File: src/rtl/pipe_stage_reg_pkg.sv
// Shared pipeline-boundary definitions: per-boundary bundle widths, control-bit
// positions and the entry-occupancy encoding used by pipe_stage_reg.
package pipe_pkg;

  localparam int unsigned IFID_CTRL_W  = 1;
  localparam int unsigned IFID_DATA_W  = 64;   // pc + instr
  localparam int unsigned IDEX_CTRL_W  = 6;
  localparam int unsigned IDEX_DATA_W  = 101;  // rd1 + rd2 + imm + rd
  localparam int unsigned EXMEM_CTRL_W = 6;
  localparam int unsigned EXMEM_DATA_W = 69;   // alu/imm + rd2 + rd
  localparam int unsigned MEMWB_CTRL_W = 2;
  localparam int unsigned MEMWB_DATA_W = 69;   // mem data + alu + rd

  localparam int unsigned CTRL_REGWRITE = 0;
  localparam int unsigned CTRL_MEMREAD  = 1;
  localparam int unsigned CTRL_MEMWRITE = 2;
  localparam int unsigned CTRL_MEMTOREG = 3;
  localparam int unsigned CTRL_BRANCH   = 4;
  localparam int unsigned CTRL_ZERO     = 5;

  // Encoding is {skid_valid, main_valid}.
  typedef enum logic [1:0] {
    ST_EMPTY = 2'b00,
    ST_ONE   = 2'b01,
    ST_TWO   = 2'b11
  } skid_state_e;

  typedef enum logic [1:0] {
    MAIN_HOLD,
    MAIN_LOAD_IN,
    MAIN_LOAD_SKID,
    MAIN_CLEAR
  } main_sel_e;

endpackage

File: src/rtl/pipe_stage_reg_sat_counter.sv
// Saturating up-counter with synchronous clear; holds at all-ones instead of wrapping.
module sat_counter #(
  parameter int unsigned WIDTH = 16
) (
  input  logic             clk,
  input  logic             clear,
  input  logic             inc,
  output logic [WIDTH-1:0] value
);

  always_ff @(posedge clk) begin
    if (clear) begin
      value <= '0;
    end else if (inc && (value != '1)) begin
      value <= value + 1'b1;
    end
  end

endmodule

File: src/rtl/pipe_stage_reg.sv
// Pipeline boundary register with valid/ready handshake, flush-to-bubble,
// optional two-entry skid buffer and saturating stall counter.
module pipe_stage_reg
  import pipe_pkg::*;
#(
  parameter int unsigned CTRL_W = EXMEM_CTRL_W,
  parameter int unsigned DATA_W = EXMEM_DATA_W,
  parameter int unsigned SKID   = 1,
  parameter int unsigned CNT_W  = 16
) (
  input  logic              clk,
  input  logic              rst,
  input  logic              flush,
  input  logic              in_valid,
  output logic              in_ready,
  input  logic [CTRL_W-1:0] in_ctrl,
  input  logic [DATA_W-1:0] in_data,
  output logic              out_valid,
  input  logic              out_ready,
  output logic [CTRL_W-1:0] out_ctrl,
  output logic [DATA_W-1:0] out_data,
  output logic [CNT_W-1:0]  stall_cnt
);

  skid_state_e       state_q, state_d;
  main_sel_e         main_sel;
  logic              skid_load, skid_clr;
  logic              in_fire, out_fire;
  logic [CTRL_W-1:0] main_ctrl_q, skid_ctrl_q;
  logic [DATA_W-1:0] main_data_q, skid_data_q;

  assign out_valid = (state_q != ST_EMPTY);
  assign out_ctrl  = main_ctrl_q;
  assign out_data  = main_data_q;
  assign in_fire   = in_valid & in_ready;
  assign out_fire  = out_valid & out_ready;

  // SKID=0 never reaches ST_TWO: ONE with in & !out is blocked by in_ready.
  if (SKID != 0) begin : g_skid_ready
    assign in_ready = (state_q != ST_TWO) & ~rst & ~flush;
  end else begin : g_comb_ready
    assign in_ready = ((state_q == ST_EMPTY) | out_ready) & ~rst & ~flush;
  end

  always_ff @(posedge clk) begin
    if (rst) begin
      state_q <= ST_EMPTY;
    end else begin
      state_q <= state_d;
    end
  end

  always_comb begin
    state_d = state_q;
    if (flush) begin
      state_d = ST_EMPTY;
    end else begin
      case (state_q)
        ST_EMPTY: if (in_fire) state_d = ST_ONE;
        ST_ONE: begin
          if (in_fire && !out_fire)      state_d = ST_TWO;
          else if (!in_fire && out_fire) state_d = ST_EMPTY;
        end
        ST_TWO:   if (out_fire) state_d = ST_ONE;
        default:  state_d = ST_EMPTY;
      endcase
    end
  end

  always_comb begin
    main_sel  = MAIN_HOLD;
    skid_load = 1'b0;
    skid_clr  = 1'b0;
    if (flush) begin
      main_sel = MAIN_CLEAR;
      skid_clr = 1'b1;
    end else begin
      case (state_q)
        ST_EMPTY: if (in_fire) main_sel = MAIN_LOAD_IN;
        ST_ONE: begin
          if (in_fire && out_fire) main_sel = MAIN_LOAD_IN;
          else if (in_fire)        skid_load = 1'b1;
          else if (out_fire)       main_sel = MAIN_CLEAR;
        end
        ST_TWO: begin
          if (out_fire) begin
            main_sel = MAIN_LOAD_SKID;
            skid_clr = 1'b1;
          end
        end
        default: begin
          main_sel = MAIN_CLEAR;
          skid_clr = 1'b1;
        end
      endcase
    end
  end

  // Bundles are zeroed whenever their entry is empty, so outputs need no valid gating.
  always_ff @(posedge clk) begin
    if (rst) begin
      main_ctrl_q <= '0;
      main_data_q <= '0;
      skid_ctrl_q <= '0;
      skid_data_q <= '0;
    end else begin
      case (main_sel)
        MAIN_LOAD_IN: begin
          main_ctrl_q <= in_ctrl;
          main_data_q <= in_data;
        end
        MAIN_LOAD_SKID: begin
          main_ctrl_q <= skid_ctrl_q;
          main_data_q <= skid_data_q;
        end
        MAIN_CLEAR: begin
          main_ctrl_q <= '0;
          main_data_q <= '0;
        end
        default: ;
      endcase
      if (skid_clr) begin
        skid_ctrl_q <= '0;
        skid_data_q <= '0;
      end else if (skid_load) begin
        skid_ctrl_q <= in_ctrl;
        skid_data_q <= in_data;
      end
    end
  end

  sat_counter #(
    .WIDTH(CNT_W)
  ) u_stall_cnt (
    .clk  (clk),
    .clear(rst),
    .inc  (out_valid & ~out_ready),
    .value(stall_cnt)
  );

endmodule

File: config.mk
export PLATFORM = sky130hd
export DESIGN_NAME = pipe_stage_reg
export DESIGN_NICKNAME = d
export VERILOG_FILES = /design/src/rtl/pipe_stage_reg_pkg.sv /design/src/rtl/pipe_stage_reg_sat_counter.sv /design/src/rtl/pipe_stage_reg.sv
export SDC_FILE = /design/constraint.sdc
export NUM_CORES = 1
export LEC_CHECK = 0
export CAP_MARGIN = 10
export CORE_MARGIN = 2
export CORE_UTILIZATION = 42
export CTS_CLUSTER_SIZE = 10
export DETAILED_ROUTE_END_ITERATION = 12
export DONT_BUFFER_PORTS = 1
export HOLD_SLACK_MARGIN = 0.08
export PLACE_DENSITY = 0.56
export SKIP_CTS_REPAIR_TIMING = 1
export SLEW_MARGIN = 20
export SYNTH_ARGS = -nofsm -noshare
export SYNTH_HDL_FRONTEND = slang
export SYNTH_SLANG_ARGS = --single-unit
File: constraint.sdc
create_clock -name clk -period 2.4 [get_ports clk]
set_input_delay 0.24 -clock clk [delete_from_list [all_inputs] [get_ports clk]]
set_output_delay 0.24 -clock clk [all_outputs]
set_load 0.005 [all_outputs]
======== Word-level counts from Yosys, hierarchy flattened ========
Cells that the tools add are included.
word-level totals
  register bits after elaboration ......... 168
  input port bits ......................... 80
  output and inout bits ................... 93
  logic and storage cells ................. 59
cells by class
  add/subtract/negate cells ............... 1
  equality and inequality tests ........... 10
  muxes and demuxes ....................... 21
  bitwise gates (word level) .............. 8
  reductions and logical operators ........ 13
operators with widths
  kind                     count
  $pmux W69 S3             1
  $mux W2                  9
  $pmux W6 S3              1
  $add A16 B1 Y16 const B  1
  $ne A16 B16 Y1 const B   1
  $pmux W2 S3              2
  $mux W1                  7
  $eq A2 B2 Y1 const B     3
  $ne A2 B2 Y1 const B     3
  $reduce_or A2 Y1         3
  $and A1 B1 Y1            5
  $eq A2 B1 Y1 const B     2
  $logic_and A1 B1 Y1      4
  $ne A3 B3 Y1 const B     1
  $not A1 Y1               3
  $reduce_and A3 Y1        1
  $reduce_bool A3 Y1       1
  $logic_not A1 Y1         2
  $logic_not A2 Y1         1
  $pmux W1 S2              1
  $reduce_bool A2 Y1       1

======== Depth between registers and ports, before layout ========
Gate-level depths: netlist of the first run.
  depth in word-level cells ............... 10
  mapped depth ............................ 12
  depth with buffers taken out ............ 9

======== Modules after synthesis ========
From an unflattened synthesis of the first run, not the netlist that was laid out.
unflattened totals
  cell total of the unflattened synthesis .. 714
  area total of the unflattened synthesis .. 6942.9 um2
by module, submodules not included
  module          instances  cells an instance  area an instance (um2)  sequential area each (um2)
  pipe_stage_reg  1          615                6094.6                  3042.9
  sat_counter     1          99                 848.3                   320.3

======== Least setup slack after synthesis of the first run ========
OpenSTA, ideal clock, no wires.
  path type ............................... flip-flop to flip-flop
  start point ............................. register state_q[0]
  end point ............................... register skid_data_q[18]
  setup time .............................. 70 ps
  arrival ................................. 2183 ps
  required time ........................... 2330 ps
  slack ................................... 146 ps
  stages on the path, launching flop included .. 13
  path buffers ............................ 3
  clock period less this slack ............ 2254 ps
  path through ............................ dfxtp_1 -> inv_1 -> ha_1 -> buf_2 -> nor2b_2 -> inv_1 -> ha_1 -> nand2_1 -> or2_2 -> clkbuf_1 -> clkbuf_1 -> nand2_1 -> a21oi_1
between the ends
  cells in the longest elaborated chain, start to end .. 8
  elaborated cells on any way between the ends .. 19
  classes of those cells .................. 3 x eq/ne; 7 x mux; 4 x bitwise; 5 x reduce/logical
ends and longest elaborated chain
  what                                            RTL line                                    source
  from (decl)                                     pipe_stage_reg.sv:25                        skid_state_e state_q, state_d;
  from (signal assigned)                          pipe_stage_reg.sv:49                        state_q <= state_d;
  $ne A2 B2 Y1                                    pipe_stage_reg.sv:40                        assign in_ready = (state_q != ST_TWO) & ~rst & ~flush;
  $and A1 B1 Y1 (2 in series)                     pipe_stage_reg.sv:40
  $and A1 B1 Y1                                   pipe_stage_reg.sv:35                        assign in_fire = in_valid & in_ready;
  $mux W1 or $logic_and A1 B1 Y1 (tied branches)  pipe_stage_reg.sv:82, pipe_stage_reg.sv:81
  $mux W1                                         pipe_stage_reg.sv:81                        if (in_fire && out_fire) main_sel = MAIN_LOAD_IN;
  $mux W1                                         pipe_stage_reg.sv:78                        case (state_q)
  $mux W1                                         pipe_stage_reg.sv:74                        if (flush) begin
  to (signal assigned)                            pipe_stage_reg.sv:127                       skid_data_q <= in_data;
  to (decl)                                       pipe_stage_reg.sv:30                        logic [DATA_W-1:0] main_data_q, skid_data_q;
Parallel ways exist; a longest one is shown, timed or not.
A chain may end at the register's enable or synchronous reset.

======== Worst setup path after layout of the first run ========
  start point ............................. register state_q[1]
  end point ............................... register u_stall_cnt.value[3]
between the ends
  cells in the longest elaborated chain, start to end .. 3
ends and longest elaborated chain
  what                  RTL line                          source
  $reduce_bool A2 Y1    pipe_stage_reg.sv:32              assign out_valid = (state_q != ST_EMPTY);
  $and A1 B1 Y1         pipe_stage_reg.sv:137             .inc (out_valid & ~out_ready),
  $logic_and A1 B1 Y1   pipe_stage_reg_sat_counter.sv:14  end else if (inc && (value != '1)) begin
  to (signal assigned)  pipe_stage_reg_sat_counter.sv:15  value <= value + 1'b1;
  to (decl)             pipe_stage_reg_sat_counter.sv:8   output logic [WIDTH-1:0] value
No other way between the ends.

==> impl_metrics.yaml, run 1 <==
clock_network:
  root_buffer: "clkbuf_16"
  worstSkewPairLatency_ns: 0.42
  clock_path_buffers: 2
  path_clk_slew_ns: 0.06
  htreeDepth: 4
  cts_tree: "done"
  clock_sinks: 168
  cts_buffers: 17
drt:
  wl_per_cell_um: 16.8
  top_layer: "met4"
  vias: 5454
  dr_wl_met2_mm: 8.28
  wl_met1_mm: 7.43
  finalWirelength_mm: 17.2
  antenna_left: 0
  firstDrtPassIters: 4
  drt_iter0_drc: 190
  drcViolationCount: 0
  viasPerCell: 5.32
  wl_met3_mm: 1.15
timing:
  grt_setup_unrepaired: "true"
  period_share: 0.956
  worst_slack_ns: 0.105
  tns_ns: 0
  setup_viol: 0
  worstMarginPinSlew_ns: 0.507
  final_max_slew_viol_count: 0
  whs_ns: -0.111
  fin_crit_ns: 2.30
  max_freq_mhz: 436
  finalHoldViolCount: 8
  skew_ns: 0.00713
  relSlewSlack: 0.659
die:
  num_rows: 47
  start_util: 0.425
  coreArea_um2: 16500
  dieWidth_um: 133
  die_area_um2: 17700
  pin_count: 173
  die_h_um: 133
setup_path:
  path_max_fanout: 9
  start_kind: "flip-flop"
  worstPathRequired_ns: 2.75
  regToRegSetupSlack_ns: 0.10
  arrival_ns: 2.65
  slowest_stage: "dlygate4sd3_1"
  crit_buf_inv: 3
  crit_family: "buffers and inverters"
  slowest_delay_ns: 0.56
  cp_cell_sequence: "inv_1 > ha_1 > buf_4 > and4bb_1 > nand2_1 > or3_1 > a21oi_1 > dlygate4sd3_1"
  criticalPathCategory: "flip-flop to flip-flop"
  critical_path.endpoint_type: "flip-flop"
synth:
  synthTopCellsByArea: "dfxtp_1, mux2i_1, o2bb2ai_2"
  syn_nets: 797
  ys_seq_area_frac: 0.480
  yosysWarnings: 0
  synth_top_cell_by_area: "dfxtp_1"
  synthDistinctLibCells: 47
  synth_top_area_frac: 0.480
  synth_edf_count: 0
  synth_area_um2: 7000
  syn_inst: 709
  syn_avg_cell_area_um2: 9.87
  ys_ff_latch: 168
  async_flop_share: 0
  synthFlopType: "dfxtp_1"
global_route:
  grt.overflow.total: 0
  grt_first_pass_wirelength_mm: 26.0
  grt_pass1_vias: 5069
  antenna_found_initial: 0
  grt_max_degree: 58
  globalRouteTotalUtil: 0.184
placement:
  place.gp.congestion: 0.777
  io_buffers: 0
  dp_slack_ns: -0.307
  place_hpwl_mm: 10.9
flow_run:
  maxCapViolCount: 0
min_path:
  hold_path_class: "primary input to flip-flop"
run_status:
  failed_checks: "negative hold slack"
  outcome: "complete, but fails checks"
layout:
  area_growth_pct: 26.9
  insertedDiodeCount: 0
  nets: 881
  drive_gt1_frac: 0.146
  fill_cells: 1470
power_and_ir_drop:
  power_mw: 6.06
  ir_drop_mv: 0.489
  power_leakage_nw: 3.17
  p_per_area_nw_per_um2: 682
-- stage by stage --
stage | cells | area [µm²] | util
2_1_floorplan | 709 | 7000 | -
3_3_place_gp | 905 | 7390 | 0.449
3_5_place_dp | 905 | 7390 | 0.449
4_1_cts | 937 | 7970 | 0.484
5_1_grt | 1026 | 8880 | 0.540
6_report | 1026 | 8880 | 0.540
-- cells by family after synthesis --
family,Yosys count,share of synthesized area
AOI/OAI and AO/OA,181,0.219
adders and majority gates,8,0.0143
buffers and inverters,61,0.0400
DFF,168,0.480
muxes,78,0.112
and+or+nand+nor,213,0.134
-- registers in the layout, indices dropped and copies added (netlist names) --
signal	cells
out_ctrl	6
out_data	69
skid_ctrl_q	6
skid_data_q	69
state_q	2
u_stall_cnt.value	16
-- area by class of cell --
type / instances / area (µm²) / share of cell area
Inverter: 8 / 30.0 / 0.00338
Clock inverter: 10 / 120 / 0.0135
Multi-Input combinational cell: 480 / 3380 / 0.380
Timing Repair Buffer: 118 / 1250 / 0.141
Sequential cell: 168 / 3360 / 0.379
Tap cell: 220 / 275 / 0.0310
Clock buffer: 22 / 464 / 0.0523
-- path summary, 6_finish.rpt --
kind | startpoint | to | cells after the start
worst max register to register | state_q[1]$_SDFFE_PP0P_ | u_stall_cnt.value[3]$_SDFFE_PP0P_ | 8
worst max-delay path | state_q[1]$_SDFFE_PP0P_ | u_stall_cnt.value[3]$_SDFFE_PP0P_ | 8
worst min register to register | skid_data_q[9]$_SDFFE_PP0P_ | skid_data_q[9]$_SDFFE_PP0P_ | 2
worst min-delay path | rst | u_stall_cnt.value[4]$_SDFFE_PP0P_ | 1
-- synth_stat cells, types with 7 or more instances --
| master | number |
|---|---|
| a21oi_1 | 86 |
| buf_2 | 17 |
| inv_1 | 7 |
| clkbuf_1 | 26 |
| o2bb2ai_1 | 30 |
| dfxtp_1 | 168 |
| nor2_1 | 10 |
| ha_1 | 8 |
| o2bb2ai_2 | 45 |
| mux2i_1 | 75 |
| nand2_1 | 157 |
-- layer usage --
| layer | GRT usage | up-vias |
|---|---|---|
| met4 | 0.0686 | 0 |
| met1 | 0.210 | 2582 |
| li1 | - | 2702 |
| met2 | 0.311 | 147 |
| met3 | 0.0746 | 23 |
| met5 | 0 | - |
-- layout by cell type (no fill, tap or decap), types with 3 or more instances in the layout --
cell type / instances
ha_1: 8
buf_12: 9
clkinv_4: 3
nand4_1: 3
nor3_1: 5
clkbuf_16: 18
inv_1: 7
mux2i_1: 75
nor2_1: 9
nand3_1: 6
or4_1: 6
o2bb2ai_2: 45
clkbuf_1: 3
mux2_1: 3
o2bb2ai_1: 30
dlygate4sd3_1: 85
o31ai_1: 6
o21ai_0: 5
dfxtp_1: 168
nand2_1: 156
nor4_1: 5
a21oi_1: 86
or3_1: 3
buf_4: 21
-- power by group --
group	internal [mW]	switching (mW)
logic	0.232	0.237
clock network	1.59	1.12
registers	2.84	0.0409
total	4.66	1.39
(Power assumes the default switching activity.)
==> run 2: changes to the inputs <==
--- a/config.mk
+++ b/config.mk
@@ -12,9 +12,8 @@
 export DETAILED_ROUTE_END_ITERATION = 12
 export DONT_BUFFER_PORTS = 1
 export HOLD_SLACK_MARGIN = 0.08
-export PLACE_DENSITY = 0.56
 export SKIP_CTS_REPAIR_TIMING = 1
-export SLEW_MARGIN = 20
+export SLEW_MARGIN = 5
 export SYNTH_ARGS = -nofsm -noshare
 export SYNTH_HDL_FRONTEND = slang
 export SYNTH_SLANG_ARGS = --single-unit
==> run 2 against run 1 <==
  * The flow now finishes without violations
  * Register-to-register slack better by 0.09 ns
  * Hold slack better by 0.29 ns
  * Global-route usage down 0.28 points
  * Sequential share of layout area up 0.51 points
  * First-iteration DRC count down 5.8%
  * Largest power group is now clock
==> impl_metrics.yaml, run 2 (synthesized netlist as in run 1, its figures left out) <==
min_path:
  hp-start: "out_ready"
  hold_path_class: "primary input to flip-flop"
  holdPathEnd: "u_stall_cnt.value[12]$_SDFFE_PP0P_"
  hold_depth: 4
power_and_ir_drop:
  p_per_area_nw_per_um2: 712
  intPower_mw: 4.85
  clkPwrFrac: 0.465
  ir_drop_mv: 0.497
  power_frac_comb: 0.074
  seq_power_share: 0.461
  p_sw_frac: 0.223
  power_leakage_nw: 3.08
  switchingPower_mw: 1.39
setup_path:
  arrival_ns: 2.55
  criticalPathCategory: "primary input to flip-flop"
  slowest_delay_ns: 0.56
  regToRegSetupSlack_ns: 0.19
  r2r_end: "skid_data_q[30]$_SDFFE_PP0P_"
  reg2reg_depth: 10
  cp_cell_sequence: "dlygate4sd3_1 > or2_2 > nor2_1 > nand2_2 > inv_2 > ha_1 > nand2_1 > or2_2 > buf_12 > nand2_1 > a21oi_1"
  worstPathRequired_ns: 2.68
  start_kind: "primary input"
  slowest_stage: "dlygate4sd3_1"
  crit_family: "simple AND/OR/NAND/NOR gates"
  crit_buf_inv: 3
  critical_path.endpoint_type: "flip-flop"
  reg2reg_from: "state_q[1]$_SDFFE_PP0P_"
  path_max_fanout: 55
timing:
  finalHoldViolCount: 0
  skew_ns: 0.00725
  max_freq_mhz: 442
  grt_setup_unrepaired: "false"
  period_share: 0.943
  setup_viol: 0
  relSlewSlack: 0.551
  worstMarginPinSlew_ns: 0.671
  final_max_slew_viol_count: 0
  fin_crit_ns: 2.26
  tns_ns: 0
layout:
  nets: 863
  insertedDiodeCount: 0
  drive_gt1_frac: 0.137
  fin_cells: 1006
  fin_area_um2: 8760
  final_util: 0.532
  layout_commonest_cell: "dfxtp_1"
  area_growth_pct: 25.2
  regArea_um2: 3360
  fill_cells: 1452
  final_cell_mix: "dfxtp_1, nand2_1, a21oi_1, dlygate4sd3_1, mux2i_1"
  multi_input_area_um2: 3390
placement:
  place.gp.congestion: 0.803
  io_buffers: 0
  placed_cell_area_um2: 7280
  place_hpwl_mm: 10.8
  dpl.cell_count: 894
clock_network:
  clock_sinks: 168
  root_buffer: "clkbuf_16"
  cts_tree: "done"
  htreeDepth: 4
  worstSkewPairLatency_ns: 0.42
  clock_path_buffers: 2
  path_clk_slew_ns: 0.06
  cts_buffers: 17
drt:
  wl_per_cell_um: 17.0
  drcViolationCount: 0
  wl_met1_mm: 7.19
  antenna_left: 0
  drt_iter0_drc: 179
  top_layer: "met4"
  firstDrtPassIters: 4
  viasPerCell: 5.42
  finalWirelength_mm: 17.1
  wl_met3_mm: 1.15
  vias: 5449
  dr_wl_met2_mm: 8.47
die:
  dieWidth_um: 133
  pin_count: 173
  die_area_um2: 17700
  num_rows: 47
  die_h_um: 133
  coreArea_um2: 16500
  start_util: 0.425
global_route:
  grt_max_degree: 56
  globalRouteTotalUtil: 0.181
  grt.overflow.total: 0
  grt_first_pass_wirelength_mm: 25.7
  antenna_found_initial: 0
  grt_pass1_vias: 5017
run_status:
  outcome: "completed"
flow_run:
  maxCapViolCount: 0
run 2: cell types whose count changed in the layout (fill, tap and decap cells not counted), moves of 2 or more:
cell           before  now
clkbuf_1            3    0
bufinv_16           2    4
dlygate4sd3_1      85   80
buf_4              21   10
run 2: power by group through the flow:
stage                     registers, mW  logic [mW]  clock network, mW
after floorplan                    2.93       0.259                  0
after global placement             2.94       0.311                  0
after detailed placement           2.94       0.323                  0
after CTS                          2.88       0.323               2.98
after global routing               2.88       0.497               3.09
final                              2.88       0.462               2.90
run 2: stage by stage:
step / worst slack [ns] / total power, mW / hold WS, ns
floorplan: 0.146 / 3.18 / 0.376
global placement: 0.148 / 3.25 / 0.315
detailed placement: 0.0616 / 3.26 / 0.317
CTS: 0.0472 / 6.18 / -0.136
global route: 0.0424 / 6.47 / 0.230
finish: 0.137 / 6.24 / 0.175
run 2: worst reg2reg max path: stages (launching register included):
cell and delay, ns:
dfxtp_1 0.40, inv_1 0.10, ha_2 0.27, nor2b_4 0.19, inv_1 0.06, ha_1 0.18
nand2_1 0.18, or2_2 0.19, buf_12 0.24, nand2_1 0.17, a21oi_1 0.16
run 2: metal layers:
metal | global-route usage | up-vias
met1 | 0.208 | 2613
li1 | - | 2662
met5 | 0 | -
met2 | 0.303 | 155
met3 | 0.0746 | 19
met4 | 0.0709 | 0
run 2: worst max path at each step:
stage / from / to / slack [ns] / cells past startpoint
floorplan: state_q[0]$_SDFFE_PP0P_ / skid_data_q[18]$_SDFFE_PP0P_ / 0.15 / 12
global placement: state_q[0]$_SDFFE_PP0P_ / out_data[24]$_SDFFE_PP0P_ / 0.15 / 9
detailed placement: state_q[0]$_SDFFE_PP0P_ / out_data[29]$_SDFFE_PP0P_ / 0.06 / 9
CTS: state_q[0]$_SDFFE_PP0P_ / out_data[29]$_SDFFE_PP0P_ / 0.05 / 9
global route: state_q[1]$_SDFFE_PP0P_ / skid_data_q[50]$_SDFFE_PP0P_ / 0.04 / 10
finish: flush / skid_data_q[30]$_SDFFE_PP0P_ / 0.14 / 11
run 2: layout make-up:
cell class / instances / area share
timing repair buffer: 100 / 0.123
multi-input combinational: 480 / 0.387
clock buffer: 19 / 0.0517
sequential: 168 / 0.384
tap: 220 / 0.0314
inverter: 8 / 0.00343
clock inverter: 11 / 0.0196
==> run 3: changes to the inputs <==
--- a/config.mk
+++ b/config.mk
@@ -6,8 +6,8 @@
 export NUM_CORES = 1
 export LEC_CHECK = 0
 export CAP_MARGIN = 10
-export CORE_MARGIN = 2
 export CORE_UTILIZATION = 42
+export CTS_CLUSTER_DIAMETER = 80
 export CTS_CLUSTER_SIZE = 10
 export DETAILED_ROUTE_END_ITERATION = 12
 export DONT_BUFFER_PORTS = 1
@@ -16,4 +16,5 @@
 export SLEW_MARGIN = 5
 export SYNTH_ARGS = -nofsm -noshare
 export SYNTH_HDL_FRONTEND = slang
+export SYNTH_HIERARCHICAL = 1
 export SYNTH_SLANG_ARGS = --single-unit
==> run 3 against run 2 <==
  * Clock power barely moved
  * Register-to-register slack worse by 0.17 ns
  * Total power shrank 0.64%
==> impl_metrics.yaml, run 3 <==
setup_path:
  path_depth: 8
  reg2reg_depth: 8
  path_max_fanout: 7
  criticalPathCategory: "flip-flop to flip-flop"
  crit_buf_inv: 2
  worstPathRequired_ns: 2.74
  arrival_ns: 2.72
  crit_family: "simple AND/OR/NAND/NOR gates"
  start_kind: "flip-flop"
  cp_cell_sequence: "ha_2 > or3b_4 > ha_4 > a221o_4 > nor3_4 > buf_12 > clkbuf_16 > o2bb2ai_1"
  critical_path.endpoint_type: "flip-flop"
  slowest_stage: "a221o_4"
  slowest_delay_ns: 0.42
global_route:
  grt_max_degree: 52
  globalRouteTotalUtil: 0.194
  grt.overflow.total: 0
  antenna_found_initial: 0
  grt_first_pass_wirelength_mm: 25.3
  grt_pass1_vias: 5059
power_and_ir_drop:
  power_mw: 6.20
  seq_power_share: 0.464
  p_sw_frac: 0.218
  p_per_area_nw_per_um2: 705
  power_frac_comb: 0.069
  clkPwrFrac: 0.467
  intPower_mw: 4.85
  power_leakage_nw: 3.07
  ir_drop_mv: 0.466
  switchingPower_mw: 1.35
die:
  start_util: 0.434
  die_h_um: 131
  die_area_um2: 17000
  dieWidth_um: 131
  num_rows: 46
  pin_count: 173
  coreArea_um2: 16000
placement:
  io_buffers: 0
  place.gp.congestion: 0.837
  place_hpwl_mm: 10.5
drt:
  wl_per_cell_um: 17.7
  drt_iter0_drc: 221
  firstDrtPassIters: 6
  antenna_left: 0
  drcViolationCount: 0
  vias: 5511
  viasPerCell: 5.45
  finalWirelength_mm: 17.9
timing:
  period_share: 0.991
  skew_ns: 0.00684
  finalHoldViolCount: 0
  max_freq_mhz: 421
  worstMarginPinSlew_ns: 0.640
  setup_viol: 0
  relSlewSlack: 0.572
  final_max_slew_viol_count: 0
  whs_ns: 0.101
  fin_crit_ns: 2.38
layout:
  fill_cells: 1378
  layout_commonest_cell: "dfxtp_1"
  area_growth_pct: 26.7
  nets: 872
  drive_gt1_frac: 0.132
  final_cell_mix: "dfxtp_1, nand2_1, a21oi_1, mux2i_1, dlygate4sd3_1"
  insertedDiodeCount: 0
clock_network:
  root_buffer: "clkbuf_16"
  cts_tree: "done"
  path_clk_slew_ns: 0.06
  worstSkewPairLatency_ns: 0.42
  htreeDepth: 4
  clock_sinks: 168
  clock_path_buffers: 2
  cts_buffers: 17
synth:
  ys_seq_area_frac: 0.484
  synthTopCellsByCount: "dfxtp_1, nand2_1, a21oi_1"
  async_flop_share: 0
  syn_avg_cell_area_um2: 9.72
  synth_edf_count: 0
  synthFlopType: "dfxtp_1"
  synth_top_cell_by_area: "dfxtp_1"
  synth.most_common_cell: "dfxtp_1"
  ys_ff_latch: 168
  synth_top_area_frac: 0.484
  syn_inst: 714
  synth_area_um2: 6940
  syn_nets: 802
  synthTopCellsByArea: "dfxtp_1, mux2i_1, nand2_1"
  synthDistinctLibCells: 45
  yosysWarnings: 6
run_status:
  outcome: "completed"
min_path:
  hold_depth: 2
  hold_path_class: "primary input to flip-flop"
flow_run:
  maxCapViolCount: 0
## run 3: metrics by stage
stage	setup slack, ns	instances	util	area (µm²)	setup TNS, ns
2_1_floorplan	0.0548	714	-	6940	0
3_3_place_gp	0.0478	897	0.452	7240	0
3_5_place_dp	-0.0534	897	0.452	7240	-0.745
4_1_cts	-0.0607	928	0.492	7870	-1.18
5_1_grt	-0.0428	1012	0.550	8800	-0.364
6_report	0.0225	1012	0.550	8800	0
## run 3: final cells by class
type,count,area [µm²],share of cell area
flip-flops and latches,168,3370,0.383
multi-input cells,485,3340,0.379
repair buffers,104,1160,0.132
clock buffers,21,460,0.0523
well taps,216,270,0.0307
clock inverters,10,169,0.0192
inverters,8,30.0,0.00341
## run 3: kinds of logic (layout without fill, tap and decap cells)
| group | after synthesis | in the layout | synth area share |
|---|---|---|---|
| buf+inv | 61 | 143 | 0.0420 |
| xor+xnor | 2 | 2 | 0.00252 |
| flops | 168 | 168 | 0.484 |
| simple gates | 217 | 217 | 0.141 |
| mux | 77 | 77 | 0.111 |
| compound gates | 181 | 181 | 0.205 |
| fa+ha+maj | 8 | 8 | 0.0144 |
## run 3: worst paths after layout
path / to / startpoint / slack (ns)
max: out_data[44]$_SDFFE_PP0P_ / state_q[0]$_SDFFE_PP0P_ / 0.02
min: u_stall_cnt/value[11]$_SDFFE_PP0P_ / rst / 0.10
max reg2reg: out_data[44]$_SDFFE_PP0P_ / state_q[0]$_SDFFE_PP0P_ / 0.02
min reg2reg: skid_data_q[5]$_SDFFE_PP0P_ / skid_data_q[5]$_SDFFE_PP0P_ / 0.45
## run 3: metal layers
layer  global-route usage  share of wire
met1                0.208           0.41
met2                0.332           0.51
met3               0.0798          0.071
met4               0.0865          0.012
met5                    0              0
## run 3: worst register-to-register path, stage by stage (launching register included)
cell       delay (ns)
dfxtp_4          0.35
ha_2             0.18
or3b_4           0.40
ha_4             0.18
a221o_4          0.42
nor3_4           0.30
buf_12           0.19
clkbuf_16        0.17
o2bb2ai_1        0.12
## run 3: power groups by stage
stage	logic, mW	clock network (mW)	registers, mW
2_1_floorplan	0.209	0	2.93
3_3_place_gp	0.258	0	2.94
3_5_place_dp	0.267	0	2.94
4_1_cts	0.267	2.95	2.88
5_1_grt	0.456	3.09	2.88
6_report	0.428	2.90	2.88
